## config.mk

```make
export PLATFORM = sky130hd
export DESIGN_NAME = uart_boot_loader
export DESIGN_NICKNAME = d
export VERILOG_FILES = /design/src/rtl/uart_loader_pkg.sv /design/src/rtl/toggle_pulse.sv /design/src/rtl/uart_boot_loader.sv
export SDC_FILE = /design/constraint.sdc
export NUM_CORES = 1
export LEC_CHECK = 0
export CORE_ASPECT_RATIO = 0.8
export CORE_MARGIN = 1
export CORE_UTILIZATION = 51
export CTS_CLUSTER_DIAMETER = 200
export DETAILED_ROUTE_END_ITERATION = 12
export PLACE_DENSITY = 0.79
export REMOVE_ABC_BUFFERS = 1
export SLEW_MARGIN = 20
export SYNTH_ARGS = -nofsm -noshare
export SYNTH_HDL_FRONTEND = slang
export SYNTH_HIERARCHICAL = 1
export SYNTH_SLANG_ARGS = --single-unit
```

## constraint.sdc

```tcl
create_clock -name clk -period 4.5 [get_ports clk]
set_input_delay 0.9 -clock clk [delete_from_list [all_inputs] [get_ports clk]]
set_output_delay 0.9 -clock clk [all_outputs]
set_load 0.005 [all_outputs]
```

## src/rtl/uart_loader_pkg.sv

```systemverilog
// Shared types and constants for the UART boot loader.
package uart_loader_pkg;
  typedef enum logic [2:0] {
    IDLE, LEN_LO, LEN_HI, DATA, WRITE, CHECK, DONE, ERROR
  } state_t;

  localparam logic [7:0] MAGIC = 8'hA5;
endpackage

```

## src/rtl/toggle_pulse.sv

```systemverilog
// Converts a toggle-per-event strobe into a registered one-cycle pulse.
// The first cycle out of reset only captures the input level, so a strobe
// that is already high at reset release is not mistaken for an event.
module toggle_pulse (
  input  logic clk,
  input  logic rst_n,
  input  logic tog_in,
  output logic pulse
);
  logic armed_q, armed_d;
  logic prev_q, prev_d;
  logic pulse_q, pulse_d;

  always_comb begin
    armed_d = 1'b1;
    prev_d  = tog_in;
    pulse_d = armed_q & (tog_in ^ prev_q);
  end

  always_ff @(posedge clk or negedge rst_n) begin
    if (!rst_n) begin
      armed_q <= 1'b0;
      prev_q  <= 1'b0;
      pulse_q <= 1'b0;
    end else begin
      armed_q <= armed_d;
      prev_q  <= prev_d;
      pulse_q <= pulse_d;
    end
  end

  assign pulse = pulse_q;
endmodule

```

## src/rtl/uart_boot_loader.sv

```systemverilog
// Parses a framed program image from the UART receiver, writes it to
// instruction memory and releases the CPU reset once the checksum matches.
module uart_boot_loader
  import uart_loader_pkg::*;
#(
  parameter int                ADDR_W    = 32,
  parameter logic [ADDR_W-1:0] BASE_ADDR = '0,
  parameter int                MAX_WORDS = 4096,
  parameter int                TIMEOUT   = 2621440
) (
  input  logic              clk,
  input  logic              rst_n,
  input  logic              rx_update,
  input  logic [7:0]        rx_byte,
  output logic              mem_we,
  input  logic              mem_ready,
  output logic [ADDR_W-1:0] mem_addr,
  output logic [31:0]       mem_wdata,
  output logic              cpu_rst_n,
  output logic              busy,
  output logic              done,
  output logic              error
);
  localparam int GAP_W = $clog2(TIMEOUT + 1);

  logic        ev;
  logic [7:0]  byte_q, byte_d;
  state_t      state_q, state_d;
  logic [15:0] len_q, len_d;
  logic [15:0] idx_q, idx_d;
  logic [31:0] word_q, word_d;
  logic [1:0]  k_q, k_d;
  logic [7:0]  chk_q, chk_d;
  logic        err_q, err_d;
  logic        cpu_rst_q, cpu_rst_d;
  logic [GAP_W-1:0] gap_q, gap_d;

  logic [7:0]  chk_nx;
  logic [15:0] len_nx;
  logic        counting;

  toggle_pulse u_tog (
    .clk   (clk),
    .rst_n (rst_n),
    .tog_in(rx_update),
    .pulse (ev)
  );

  // Byte is captured alongside the edge detect so both reach the parser together.
  assign byte_d = rx_byte;

  always_ff @(posedge clk or negedge rst_n) begin
    if (!rst_n) begin
      byte_q    <= '0;
      state_q   <= IDLE;
      len_q     <= '0;
      idx_q     <= '0;
      word_q    <= '0;
      k_q       <= '0;
      chk_q     <= '0;
      err_q     <= 1'b0;
      cpu_rst_q <= 1'b0;
      gap_q     <= '0;
    end else begin
      byte_q    <= byte_d;
      state_q   <= state_d;
      len_q     <= len_d;
      idx_q     <= idx_d;
      word_q    <= word_d;
      k_q       <= k_d;
      chk_q     <= chk_d;
      err_q     <= err_d;
      cpu_rst_q <= cpu_rst_d;
      gap_q     <= gap_d;
    end
  end

  always_comb begin
    state_d   = state_q;
    len_d     = len_q;
    idx_d     = idx_q;
    word_d    = word_q;
    k_d       = k_q;
    chk_d     = chk_q;
    err_d     = err_q;
    cpu_rst_d = (state_q == DONE);
    chk_nx    = chk_q ^ byte_q;
    len_nx    = {byte_q, len_q[7:0]};
    counting  = state_q inside {LEN_LO, LEN_HI, DATA, CHECK};

    // Inter-byte gap: frozen while a write is pending, idle outside a frame.
    if (ev)                    gap_d = '0;
    else if (counting)         gap_d = gap_q + GAP_W'(1);
    else if (state_q == WRITE) gap_d = gap_q;
    else                       gap_d = '0;

    unique case (state_q)
      IDLE: if (ev && byte_q == MAGIC) begin
        state_d = LEN_LO;
        err_d   = 1'b0;
        chk_d   = '0;
        idx_d   = '0;
      end
      LEN_LO: if (ev) begin
        len_d[7:0] = byte_q;
        chk_d      = chk_nx;
        state_d    = LEN_HI;
      end
      LEN_HI: if (ev) begin
        len_d   = len_nx;
        chk_d   = chk_nx;
        k_d     = '0;
        state_d = (len_nx == '0 || {16'h0, len_nx} > 32'(MAX_WORDS)) ? ERROR : DATA;
      end
      DATA: if (ev) begin
        word_d[8*k_q +: 8] = byte_q;
        chk_d = chk_nx;
        k_d   = k_q + 2'd1;
        if (k_q == 2'd3) state_d = WRITE;
      end
      // A byte landing while the write is pending is an overrun and beats mem_ready.
      WRITE: begin
        if (ev) state_d = ERROR;
        else if (mem_ready) begin
          idx_d   = idx_q + 16'd1;
          state_d = (idx_q == len_q - 16'd1) ? CHECK : DATA;
        end
      end
      CHECK: if (ev) begin
        chk_d   = chk_nx;
        state_d = (chk_nx == '0) ? DONE : ERROR;
      end
      DONE:  ;
      ERROR: state_d = IDLE;
    endcase

    if (counting && !ev && gap_q >= GAP_W'(TIMEOUT)) state_d = ERROR;
    if (state_d == ERROR) err_d = 1'b1;
  end

  always_comb begin
    mem_we    = (state_q == WRITE) && !ev;
    mem_addr  = BASE_ADDR + (ADDR_W'(idx_q) << 2);
    mem_wdata = word_q;
    busy      = !(state_q inside {IDLE, DONE});
    done      = (state_q == DONE);
    error     = err_q;
    cpu_rst_n = cpu_rst_q;
  end
endmodule

```

==> report_table.html, run 1 <==
<table>
<tr><th>Metric</th><th>Value</th></tr>
<tr><th colspan="2">Outcome</th></tr>
<tr><td>Status</td><td>finished clean</td></tr>
<tr><th colspan="2">Finish</th></tr>
<tr><td>Fraction of the core area covered by cells at the end of the flow</td><td>61.8%</td></tr>
<tr><td>Share of layout cells above drive strength 1</td><td>5.86%</td></tr>
<tr><td>Final antenna diode count</td><td>0</td></tr>
<tr><td>Layout-stage area growth over the synthesis result</td><td>17.0%</td></tr>
<tr><td>Number of nets in the final layout</td><td>700</td></tr>
<tr><td>Seq. cell area</td><td>0.00280 mm2</td></tr>
<tr><td>Multi-input gate area</td><td>0.00277 mm2</td></tr>
<tr><td>Fill cells</td><td>899</td></tr>
<tr><th colspan="2">Clocking</th></tr>
<tr><td>Clock-pin slew on the worst setup and hold paths</td><td>0.08 ns</td></tr>
<tr><td>Total clock sinks</td><td>112</td></tr>
<tr><td>Hold_buf cts</td><td>0</td></tr>
<tr><td>Worst-Skew Late Latency</td><td>0.36 ns</td></tr>
<tr><td>Clock buffer count from CTS</td><td>9</td></tr>
<tr><td>CTS resizes</td><td>0</td></tr>
<tr><td>TritonCTS clock tree</td><td>built</td></tr>
<tr><td>Number of buffers on the longest clock path</td><td>2</td></tr>
<tr><td>Clock root buffer master</td><td>sky130_fd_sc_hd__clkbuf_16</td></tr>
<tr><td>H-tree depth reported by CTS</td><td>3</td></tr>
<tr><td>Post-CTS setup buffer count</td><td>0</td></tr>
<tr><th colspan="2">Synth</th></tr>
<tr><td>Primary flip-flop cell chosen by synthesis mapping</td><td>sky130_fd_sc_hd__dfrtp_1</td></tr>
<tr><td>Fraction of synthesis flops using an asynchronous set or reset pin</td><td>100%</td></tr>
<tr><td>Multiplexer fraction of the synthesized cell area</td><td>3.60%</td></tr>
<tr><td>Synthesized instance count</td><td>630</td></tr>
<tr><td>Mean instance size in the synthesized netlist</td><td>9.21 um2</td></tr>
<tr><td>Xor/xnor cell area share of the yosys netlist</td><td>5.89%</td></tr>
<tr><td>Area fraction in compound gates after synthesis</td><td>13.0%</td></tr>
<tr><td>Synthesized flop and latch total</td><td>112</td></tr>
<tr><td>Combinational family with the most area after synthesis</td><td>simple AND/OR/NAND/NOR gates</td></tr>
<tr><td>Fraction of the mapped netlist area in adder cells</td><td>2.16%</td></tr>
<tr><td>Count of different cell masters after synthesis</td><td>56</td></tr>
<tr><td>Post-synth design cell area</td><td>0.00580 mm2</td></tr>
<tr><td>Yosys top cell area share</td><td>48.3%</td></tr>
<tr><td>Most frequent cells after synthesis</td><td>118 x sky130_fd_sc_hd__nand2_1, 112 x sky130_fd_sc_hd__dfrtp_1, 79 x sky130_fd_sc_hd__o21ai_0</td></tr>
<tr><td>Most frequent cell after synthesis</td><td>sky130_fd_sc_hd__nand2_1</td></tr>
<tr><td>Leading area contributor after synthesis</td><td>sky130_fd_sc_hd__dfrtp_1</td></tr>
<tr><td>Ys Warns</td><td>6</td></tr>
<tr><td>Cells taking the most area after synthesis</td><td>sky130_fd_sc_hd__dfrtp_1 48%, sky130_fd_sc_hd__nand2_1 7.6%, sky130_fd_sc_hd__o21ai_0 6.8%</td></tr>
<tr><td>Sequential area share after synthesis</td><td>48.3%</td></tr>
<tr><td>Number of flops mapped to enable cells by yosys</td><td>0</td></tr>
<tr><td>Simple-gate share of the synthesized area</td><td>22.0%</td></tr>
<tr><th colspan="2">Pwr</th></tr>
<tr><td>Switching portion of total power</td><td>36.6%</td></tr>
<tr><td>Total power density per cell area</td><td>515 mW/mm2</td></tr>
<tr><td>Internal cell power</td><td>0.00222 W</td></tr>
<tr><td>Maximum VDD drop</td><td>237 uV</td></tr>
<tr><td>Leakage power summed over all cells</td><td>2.82 nW</td></tr>
<tr><td>Part of the total power dissipated in the clock network</td><td>23.9%</td></tr>
<tr><td>Logic gate share of total power</td><td>33.1%</td></tr>
<tr><td>Seq pwr share</td><td>43.0%</td></tr>
<tr><td>Pwr Total</td><td>0.00349 W</td></tr>
<tr><td>Net Switching</td><td>0.00128 W</td></tr>
<tr><th colspan="2">Worst setup path</th></tr>
<tr><td>Kind of end point of the critical path</td><td>register</td></tr>
<tr><td>Data arrival time of the worst path</td><td>3.40 ns</td></tr>
<tr><td>CP max stage cell</td><td>sky130_fd_sc_hd__dfrtp_1</td></tr>
<tr><td>Required time at the endpoint of the critical path</td><td>4.77 ns</td></tr>
<tr><td>Maximum fanout count along the critical path</td><td>19</td></tr>
<tr><td>Largest stage delay, worst path</td><td>0.72 ns</td></tr>
<tr><td>Worst path cell trace</td><td>nor2b_1 &gt; and4_1 &gt; o2111ai_1 &gt; or2_2 &gt; or3_1 &gt; a21oi_1</td></tr>
<tr><td>Worst setup path category</td><td>reg -&gt; reg</td></tr>
<tr><td>CP Buf/Inv Count</td><td>0</td></tr>
<tr><td>Startpoint type of the worst setup path</td><td>register</td></tr>
<tr><td>Crit path max-delay family</td><td>simple AND/OR/NAND/NOR gates</td></tr>
<tr><th colspan="2">Hold path</th></tr>
<tr><td>Type of the worst min-delay path</td><td>reg -&gt; reg</td></tr>
<tr><th colspan="2">STA</th></tr>
<tr><td>Relative max-transition margin</td><td>33.9%</td></tr>
<tr><td>Unrepaired setup endpoints after global routing</td><td>no</td></tr>
<tr><td>Number of max-slew violations in the final report</td><td>0</td></tr>
<tr><td>Hold slack</td><td>0.450 ns</td></tr>
<tr><td>Transition time of the tightest slew-check pin</td><td>0.988 ns</td></tr>
<tr><td>Post-route setup slack</td><td>1.37 ns</td></tr>
<tr><td>Peak clock frequency supported by timing</td><td>319 MHz</td></tr>
<tr><td>Total negative setup slack</td><td>0 ns</td></tr>
<tr><td>Number of setup violations in the final report</td><td>0</td></tr>
<tr><td>Final Hold Viols</td><td>0</td></tr>
<tr><td>Min cycle time layout</td><td>3.13 ns</td></tr>
<tr><td>Max Clock Skew</td><td>0.0101 ns</td></tr>
<tr><td>Share of the clock period used by the worst path</td><td>69.6%</td></tr>
<tr><th colspan="2">Routing</th></tr>
<tr><td>Total wirelength of the detailed-routed design</td><td>12.9 mm</td></tr>
<tr><td>Detailed Route Iter0 Violations</td><td>420</td></tr>
<tr><td>Detailed-router iteration count before antenna repair</td><td>5</td></tr>
<tr><td>Vias/cell</td><td>5.73</td></tr>
<tr><td>Routed WL per cell</td><td>15.6 um</td></tr>
<tr><td>Count of vias placed by the detailed router</td><td>4739</td></tr>
<tr><td>Count of nets left with antenna violations after detail routing</td><td>0</td></tr>
<tr><td>Residual DRC count</td><td>0</td></tr>
<tr><th colspan="2">Place</th></tr>
<tr><td>Port Buffers</td><td>64</td></tr>
<tr><td>Placer Congestion</td><td>0.915</td></tr>
<tr><td>Pre-CTS WS</td><td>1.40 ns</td></tr>
<tr><td>Detailed Place HPWL</td><td>9.10 mm</td></tr>
<tr><th colspan="2">Floorplanning</th></tr>
<tr><td>Starting density of the core</td><td>52.8%</td></tr>
<tr><td>Die X-Extent</td><td>121 um</td></tr>
<tr><td>Number of core rows</td><td>34</td></tr>
<tr><td>DIE HEIGHT</td><td>97.4 um</td></tr>
<tr><td>Floorplan Core Area</td><td>0.0110 mm2</td></tr>
<tr><td>Ports</td><td>81</td></tr>
<tr><td>Total Die Area</td><td>0.0118 mm2</td></tr>
<tr><th colspan="2">Global route</th></tr>
<tr><td>First-pass GRT wire length</td><td>21.8 mm</td></tr>
<tr><td>Number of global-route vias before repair</td><td>4346</td></tr>
<tr><td>Global routing usage summed across all routing layers</td><td>23.6%</td></tr>
<tr><td>Total congestion overflow</td><td>0</td></tr>
<tr><td>Grt met3 use</td><td>5.40%</td></tr>
<tr><td>Global-route track usage on met1</td><td>34.5%</td></tr>
<tr><td>Pin count of the biggest net entering global routing</td><td>55</td></tr>
<tr><td>Met2 track utilization from global routing</td><td>35.3%</td></tr>
<tr><td>Top Usage Layer GRT</td><td>met2</td></tr>
<tr><td>Initial antenna violation count</td><td>0</td></tr>
<tr><th colspan="2">Job</th></tr>
<tr><td>Max_cap viols</td><td>0</td></tr>
</table>
==> stage by stage <==
step / std cells / cell area (um2)
after floorplan: 600 / 5620
after global placement: 811 / 6460
after detailed placement: 811 / 6460
after CTS: 827 / 6790
after global routing: 827 / 6790
final: 827 / 6790
==> final cells by class <==
cell class	instances	share of cell area (%)
Inverter	13	0.719
Multi-Input combinational cell	475	40.9
Sequential cell	112	41.3
Tap cell	144	2.66
Clock buffer	9	3.32
Clock inverter	7	1.40
Timing Repair Buffer	67	9.74
==> layout by cell type (no fill, tap or decap), types with 6 or more instances in the layout <==
master,count
sky130_fd_sc_hd__a21oi_1,15
sky130_fd_sc_hd__a22o_1,7
sky130_fd_sc_hd__and3_1,10
sky130_fd_sc_hd__clkbuf_16,9
sky130_fd_sc_hd__clkdlybuf4s50_1,63
sky130_fd_sc_hd__conb_1,17
sky130_fd_sc_hd__dfrtp_1,112
sky130_fd_sc_hd__ha_1,10
sky130_fd_sc_hd__inv_1,13
sky130_fd_sc_hd__mux2_2,15
sky130_fd_sc_hd__nand2_1,118
sky130_fd_sc_hd__nand3_1,12
sky130_fd_sc_hd__nand4_1,12
sky130_fd_sc_hd__nor2_1,41
sky130_fd_sc_hd__nor2b_1,9
sky130_fd_sc_hd__nor3_1,9
sky130_fd_sc_hd__nor3b_1,6
sky130_fd_sc_hd__nor4_1,11
sky130_fd_sc_hd__o21ai_0,79
sky130_fd_sc_hd__or3_1,6
sky130_fd_sc_hd__xnor2_1,16
sky130_fd_sc_hd__xor2_1,23
==> final timing paths <==
kind	from	to	slack [ns]	depth (start not counted)
setup / recovery	u_tog/pulse	idx_q[15]	1.37	6
hold / removal	u_tog/armed_q	u_tog/pulse	0.45	1
setup reg to reg	u_tog/pulse	idx_q[15]	1.37	6
hold reg to reg	u_tog/armed_q	u_tog/pulse	0.45	1
max in group asynchronous	rst_n	len_q[4]	3.03	2
min in group asynchronous	rst_n	mem_wdata[15]	0.47	1
==> registers in the layout, indices dropped and copies added (netlist names) <==
name and cells:
byte_q 8, chk_q 8, cpu_rst_n 1, error 1, gap_q 22, idx_q 16, k_q 2, len_q 16
mem_wdata 32, state_q 3, u_tog/armed_q 1, u_tog/prev_q 1, u_tog/pulse 1
==> power groups by stage <==
stage / sequential (W) / clock, W / combinational [W]
after floorplan: 0.00144 / 0 / 0.000787
after global placement: 0.00149 / 0 / 0.00111
after detailed placement: 0.00151 / 0 / 0.00114
after CTS: 0.00149 / 0.000854 / 0.00115
after global routing: 0.00154 / 0.000898 / 0.00130
final: 0.00150 / 0.000834 / 0.00116
==> routing by layer <==
layer | wire length [um] | vias to the layer above
met5 | 0 | -
li1 | - | 2256
met4 | 136 | 0
met3 | 749 | 12
met1 | 6240 | 2309
met2 | 5800 | 162
==> kinds of logic after synthesis <==
family                     Yosys count
adders and majority gates           10
xor gates and xnor gates            39
AOI/OAI and AO/OA                  129
other                                2
and+or+nand+nor                    261
DFF                                112
buffers and inverters               58
muxes                               19
Note: power is estimated with default switching activity, not from simulation.
==> run 2: changes to the inputs <==
==> constraint.sdc (replaced) <==
create_clock -name clk -period 3.1 [get_ports clk]
set_input_delay 0.62 -clock clk [delete_from_list [all_inputs] [get_ports clk]]
set_output_delay 0.62 -clock clk [all_outputs]
set_load 0.005 [all_outputs]
==> report_table.html, run 2 (synthesized netlist as in run 1, its figures left out) <==
<table>
<tr><th>Metric</th><th>Value</th></tr>
<tr><th colspan="2">Outcome</th></tr>
<tr><td>Status</td><td>finished clean (unchanged)</td></tr>
<tr><th colspan="2">STA</th></tr>
<tr><td>Unrepaired setup endpoints after global routing</td><td>no (unchanged)</td></tr>
<tr><td>Peak clock frequency supported by timing</td><td>347 MHz (was 319 MHz)</td></tr>
<tr><td>Number of setup violations in the final report</td><td>0 (unchanged)</td></tr>
<tr><td>Min cycle time layout</td><td>2.88 ns (was 3.13 ns)</td></tr>
<tr><td>Total negative setup slack</td><td>0 ns (unchanged)</td></tr>
<tr><td>Max Clock Skew</td><td>0.00978 ns (was 0.0101 ns)</td></tr>
<tr><td>Final Hold Viols</td><td>0 (unchanged)</td></tr>
<tr><td>Relative max-transition margin</td><td>43.1% (was 33.9%)</td></tr>
<tr><td>Transition time of the tightest slew-check pin</td><td>0.846 ns (was 0.988 ns)</td></tr>
<tr><td>Number of max-slew violations in the final report</td><td>0 (unchanged)</td></tr>
<tr><td>Share of the clock period used by the worst path</td><td>92.9% (was 69.6%)</td></tr>
<tr><th colspan="2">Global route</th></tr>
<tr><td>Initial antenna violation count</td><td>0 (unchanged)</td></tr>
<tr><td>Number of global-route vias before repair</td><td>4400 (was 4346)</td></tr>
<tr><td>First-pass GRT wire length</td><td>22.3 mm (was 21.8 mm)</td></tr>
<tr><td>Total congestion overflow</td><td>0 (unchanged)</td></tr>
<tr><td>Global routing usage summed across all routing layers</td><td>24.2% (was 23.6%)</td></tr>
<tr><td>Pin count of the biggest net entering global routing</td><td>113 (was 55)</td></tr>
<tr><th colspan="2">Pwr</th></tr>
<tr><td>Maximum VDD drop</td><td>338 uV (was 237 uV)</td></tr>
<tr><td>Net Switching</td><td>0.00185 W (was 0.00128 W)</td></tr>
<tr><td>Seq pwr share</td><td>41.6% (was 43.0%)</td></tr>
<tr><td>Internal cell power</td><td>0.00333 W (was 0.00222 W)</td></tr>
<tr><td>Part of the total power dissipated in the clock network</td><td>23.8% (was 23.9%)</td></tr>
<tr><td>Leakage power summed over all cells</td><td>2.90 nW (was 2.82 nW)</td></tr>
<tr><td>Switching portion of total power</td><td>35.8% (was 36.6%)</td></tr>
<tr><td>Logic gate share of total power</td><td>34.6% (was 33.1%)</td></tr>
<tr><td>Total power density per cell area</td><td>750 mW/mm2 (was 515 mW/mm2)</td></tr>
<tr><th colspan="2">Finish</th></tr>
<tr><td>Number of flip-flops in the largest register</td><td>32 (unchanged)</td></tr>
<tr><td>Multi-input gate area</td><td>0.00277 mm2 (unchanged)</td></tr>
<tr><td>Seq. cell area</td><td>0.00280 mm2 (unchanged)</td></tr>
<tr><td>Fraction of the core area covered by cells at the end of the flow</td><td>63.0% (was 61.8%)</td></tr>
<tr><td>Layout-stage area growth over the synthesis result</td><td>19.2% (was 17.0%)</td></tr>
<tr><td>Commonest non-fill, non-tap cells in the layout</td><td>118 x sky130_fd_sc_hd__nand2_1, 112 x sky130_fd_sc_hd__dfrtp_1, 79 x sky130_fd_sc_hd__o21ai_0, 63 x sky130_fd_sc_hd__clkdlybuf4s50_1, 41 x sky130_fd_sc_hd__nor2_1 (unchanged)</td></tr>
<tr><td>Number of nets in the final layout</td><td>717 (was 700)</td></tr>
<tr><td>Final antenna diode count</td><td>0 (unchanged)</td></tr>
<tr><td>Share of layout cells above drive strength 1</td><td>7.87% (was 5.86%)</td></tr>
<tr><td>Most common cell after layout, fill and taps aside</td><td>sky130_fd_sc_hd__nand2_1 (unchanged)</td></tr>
<tr><td>Fill cells</td><td>861 (was 899)</td></tr>
<tr><th colspan="2">Worst setup path</th></tr>
<tr><td>CP Buf/Inv Count</td><td>0 (unchanged)</td></tr>
<tr><td>Startpoint type of the worst setup path</td><td>register (unchanged)</td></tr>
<tr><td>Kind of end point of the critical path</td><td>register (unchanged)</td></tr>
<tr><td>Required time at the endpoint of the critical path</td><td>3.34 ns (was 4.77 ns)</td></tr>
<tr><td>Startpoint of the worst register-to-register path</td><td>len_q[3] (was u_tog/pulse)</td></tr>
<tr><td>Start point of the critical path</td><td>len_q[3] (was u_tog/pulse)</td></tr>
<tr><td>Worst setup path category</td><td>reg -&gt; reg (unchanged)</td></tr>
<tr><td>Worst path cell trace</td><td>nor4_1 &gt; nand4_1 &gt; xnor2_1 &gt; or4_1 &gt; a2111o_1 &gt; o31a_1 &gt; a32o_1 (was nor2b_1 &gt; and4_1 &gt; o2111ai_1 &gt; or2_2 &gt; or3_1 &gt; a21oi_1)</td></tr>
<tr><td>Crit path max-delay family</td><td>simple AND/OR/NAND/NOR gates (unchanged)</td></tr>
<tr><td>Data arrival time of the worst path</td><td>3.12 ns (was 3.40 ns)</td></tr>
<tr><td>Maximum fanout count along the critical path</td><td>8 (was 19)</td></tr>
<tr><td>CP max stage cell</td><td>sky130_fd_sc_hd__nor4_1 (was sky130_fd_sc_hd__dfrtp_1)</td></tr>
<tr><td>Largest stage delay, worst path</td><td>0.64 ns (was 0.72 ns)</td></tr>
<tr><th colspan="2">Floorplanning</th></tr>
<tr><td>Die X-Extent</td><td>121 um (unchanged)</td></tr>
<tr><td>Number of core rows</td><td>34 (unchanged)</td></tr>
<tr><td>Starting density of the core</td><td>52.8% (unchanged)</td></tr>
<tr><td>Floorplan Core Area</td><td>0.0110 mm2 (unchanged)</td></tr>
<tr><td>DIE HEIGHT</td><td>97.4 um (unchanged)</td></tr>
<tr><td>Total Die Area</td><td>0.0118 mm2 (unchanged)</td></tr>
<tr><td>Ports</td><td>81 (unchanged)</td></tr>
<tr><th colspan="2">Clocking</th></tr>
<tr><td>Number of buffers on the longest clock path</td><td>2 (unchanged)</td></tr>
<tr><td>Hold_buf cts</td><td>0 (unchanged)</td></tr>
<tr><td>Clock root buffer master</td><td>sky130_fd_sc_hd__clkbuf_16 (unchanged)</td></tr>
<tr><td>Post-CTS setup buffer count</td><td>0 (unchanged)</td></tr>
<tr><td>H-tree depth reported by CTS</td><td>3 (unchanged)</td></tr>
<tr><td>Clock buffer count from CTS</td><td>9 (unchanged)</td></tr>
<tr><td>Total clock sinks</td><td>112 (unchanged)</td></tr>
<tr><td>CTS resizes</td><td>0 (unchanged)</td></tr>
<tr><td>TritonCTS clock tree</td><td>built (unchanged)</td></tr>
<tr><td>Clock-pin slew on the worst setup and hold paths</td><td>0.07 ns (was 0.08 ns)</td></tr>
<tr><td>Worst-Skew Late Latency</td><td>0.35 ns (was 0.36 ns)</td></tr>
<tr><th colspan="2">Place</th></tr>
<tr><td>Detailed Place HPWL</td><td>9.33 mm (was 9.10 mm)</td></tr>
<tr><td>Placer Congestion</td><td>0.975 (was 0.915)</td></tr>
<tr><td>Port Buffers</td><td>64 (unchanged)</td></tr>
<tr><th colspan="2">Job</th></tr>
<tr><td>Max_cap viols</td><td>0 (unchanged)</td></tr>
<tr><th colspan="2">Routing</th></tr>
<tr><td>Count of vias placed by the detailed router</td><td>4847 (was 4739)</td></tr>
<tr><td>Total wirelength of the detailed-routed design</td><td>13.6 mm (was 12.9 mm)</td></tr>
<tr><td>Residual DRC count</td><td>0 (unchanged)</td></tr>
<tr><td>Count of nets left with antenna violations after detail routing</td><td>0 (unchanged)</td></tr>
<tr><td>Vias/cell</td><td>5.75 (was 5.73)</td></tr>
<tr><td>Detailed Route Iter0 Violations</td><td>448 (was 420)</td></tr>
<tr><td>Detailed-router iteration count before antenna repair</td><td>5 (unchanged)</td></tr>
<tr><td>Routed WL per cell</td><td>16.2 um (was 15.6 um)</td></tr>
<tr><th colspan="2">Hold path</th></tr>
<tr><td>Type of the worst min-delay path</td><td>in -&gt; async (was reg -&gt; reg)</td></tr>
</table>
-- run 2: cell types whose count changed in the layout (fill, tap and decap cells not counted) --
cell / before / now
sky130_fd_sc_hd__clkinv_2: 0 / 1
sky130_fd_sc_hd__clkinv_8: 1 / 0
sky130_fd_sc_hd__inv_8: 2 / 0
sky130_fd_sc_hd__buf_4: 4 / 20
sky130_fd_sc_hd__bufinv_16: 1 / 2
sky130_fd_sc_hd__clkinvlp_4: 0 / 1
sky130_fd_sc_hd__buf_12: 0 / 1
sky130_fd_sc_hd__clkbuf_1: 0 / 1
sky130_fd_sc_hd__inv_6: 2 / 1
sky130_fd_sc_hd__clkinv_4: 1 / 0
-- run 2: worst reg2reg max path, cell delays in order (launching register included) --
cell	delay [ns]
sky130_fd_sc_hd__dfrtp_1	0.48
sky130_fd_sc_hd__nor4_1	0.64
sky130_fd_sc_hd__nand4_1	0.19
sky130_fd_sc_hd__xnor2_1	0.18
sky130_fd_sc_hd__or4_1	0.40
sky130_fd_sc_hd__a2111o_1	0.32
sky130_fd_sc_hd__o31a_1	0.31
sky130_fd_sc_hd__a32o_1	0.25
-- run 2: power groups by stage --
| stage | Sequential [W] | Clock, W | Combinational [W] |
|---|---|---|---|
| 2_1_floorplan | 0.00209 | 0 | 0.00114 |
| 3_3_place_gp | 0.00214 | 0 | 0.00169 |
| 3_5_place_dp | 0.00217 | 0 | 0.00176 |
| 4_1_cts | 0.00215 | 0.00125 | 0.00178 |
| 5_1_grt | 0.00221 | 0.00131 | 0.00198 |
| 6_report | 0.00216 | 0.00123 | 0.00179 |
-- run 2: final timing paths --
| check | end | slack, ns | cells after the start |
|---|---|---|---|
| setup / recovery | error | 0.22 | 7 |
| hold / removal | byte_q[0] | 0.34 | 2 |
| setup reg to reg | error | 0.22 | 7 |
| hold reg to reg | u_tog/pulse | 0.45 | 1 |
| max in group asynchronous | len_q[4] | 2.32 | 2 |
| min in group clk | u_tog/pulse | 0.45 | 1 |
-- run 2: metrics by stage --
stage,cell area [um2],hold slack (ns),power [W],setup slack [ns],instances
floorplan,5620,0.324,0.00323,0.153,600
global placement,6610,0.434,0.00383,0.327,828
detailed placement,6610,0.453,0.00393,0.272,828
CTS,6920,0.383,0.00518,0.249,843
global route,6920,0.416,0.00549,0.0800,843
finish,6920,0.342,0.00518,0.221,843
-- run 2: area by class of cell --
class                           count  share of cell area (%)
Sequential cell                   112                    40.5
Clock inverter                      5                    1.18
Tap cell                          144                    2.61
Multi-Input combinational cell    475                    40.1
Clock buffer                       10                    3.31
Inverter                           13                   0.706
Timing Repair Buffer               84                    11.6
-- run 2: per-layer routing --
metal | up-vias | share of wire (%) | GRT usage [%]
li1 | 2292 | - | -
met1 | 2311 | 48 | 36.3
met2 | 228 | 43 | 35.2
met3 | 16 | 7.6 | 5.16
met4 | 0 | 1.2 | 6.65
met5 | - | 0 | 0
==> run 3: changes to the inputs <==
--- a/config.mk
+++ b/config.mk
@@ -12,7 +12,6 @@
 export DETAILED_ROUTE_END_ITERATION = 12
 export PLACE_DENSITY = 0.79
 export REMOVE_ABC_BUFFERS = 1
-export SLEW_MARGIN = 20
 export SYNTH_ARGS = -nofsm -noshare
 export SYNTH_HDL_FRONTEND = slang
 export SYNTH_HIERARCHICAL = 1
==> results of run 3 <==
The final DEF is identical to that of run 2; final timing and power are the same.
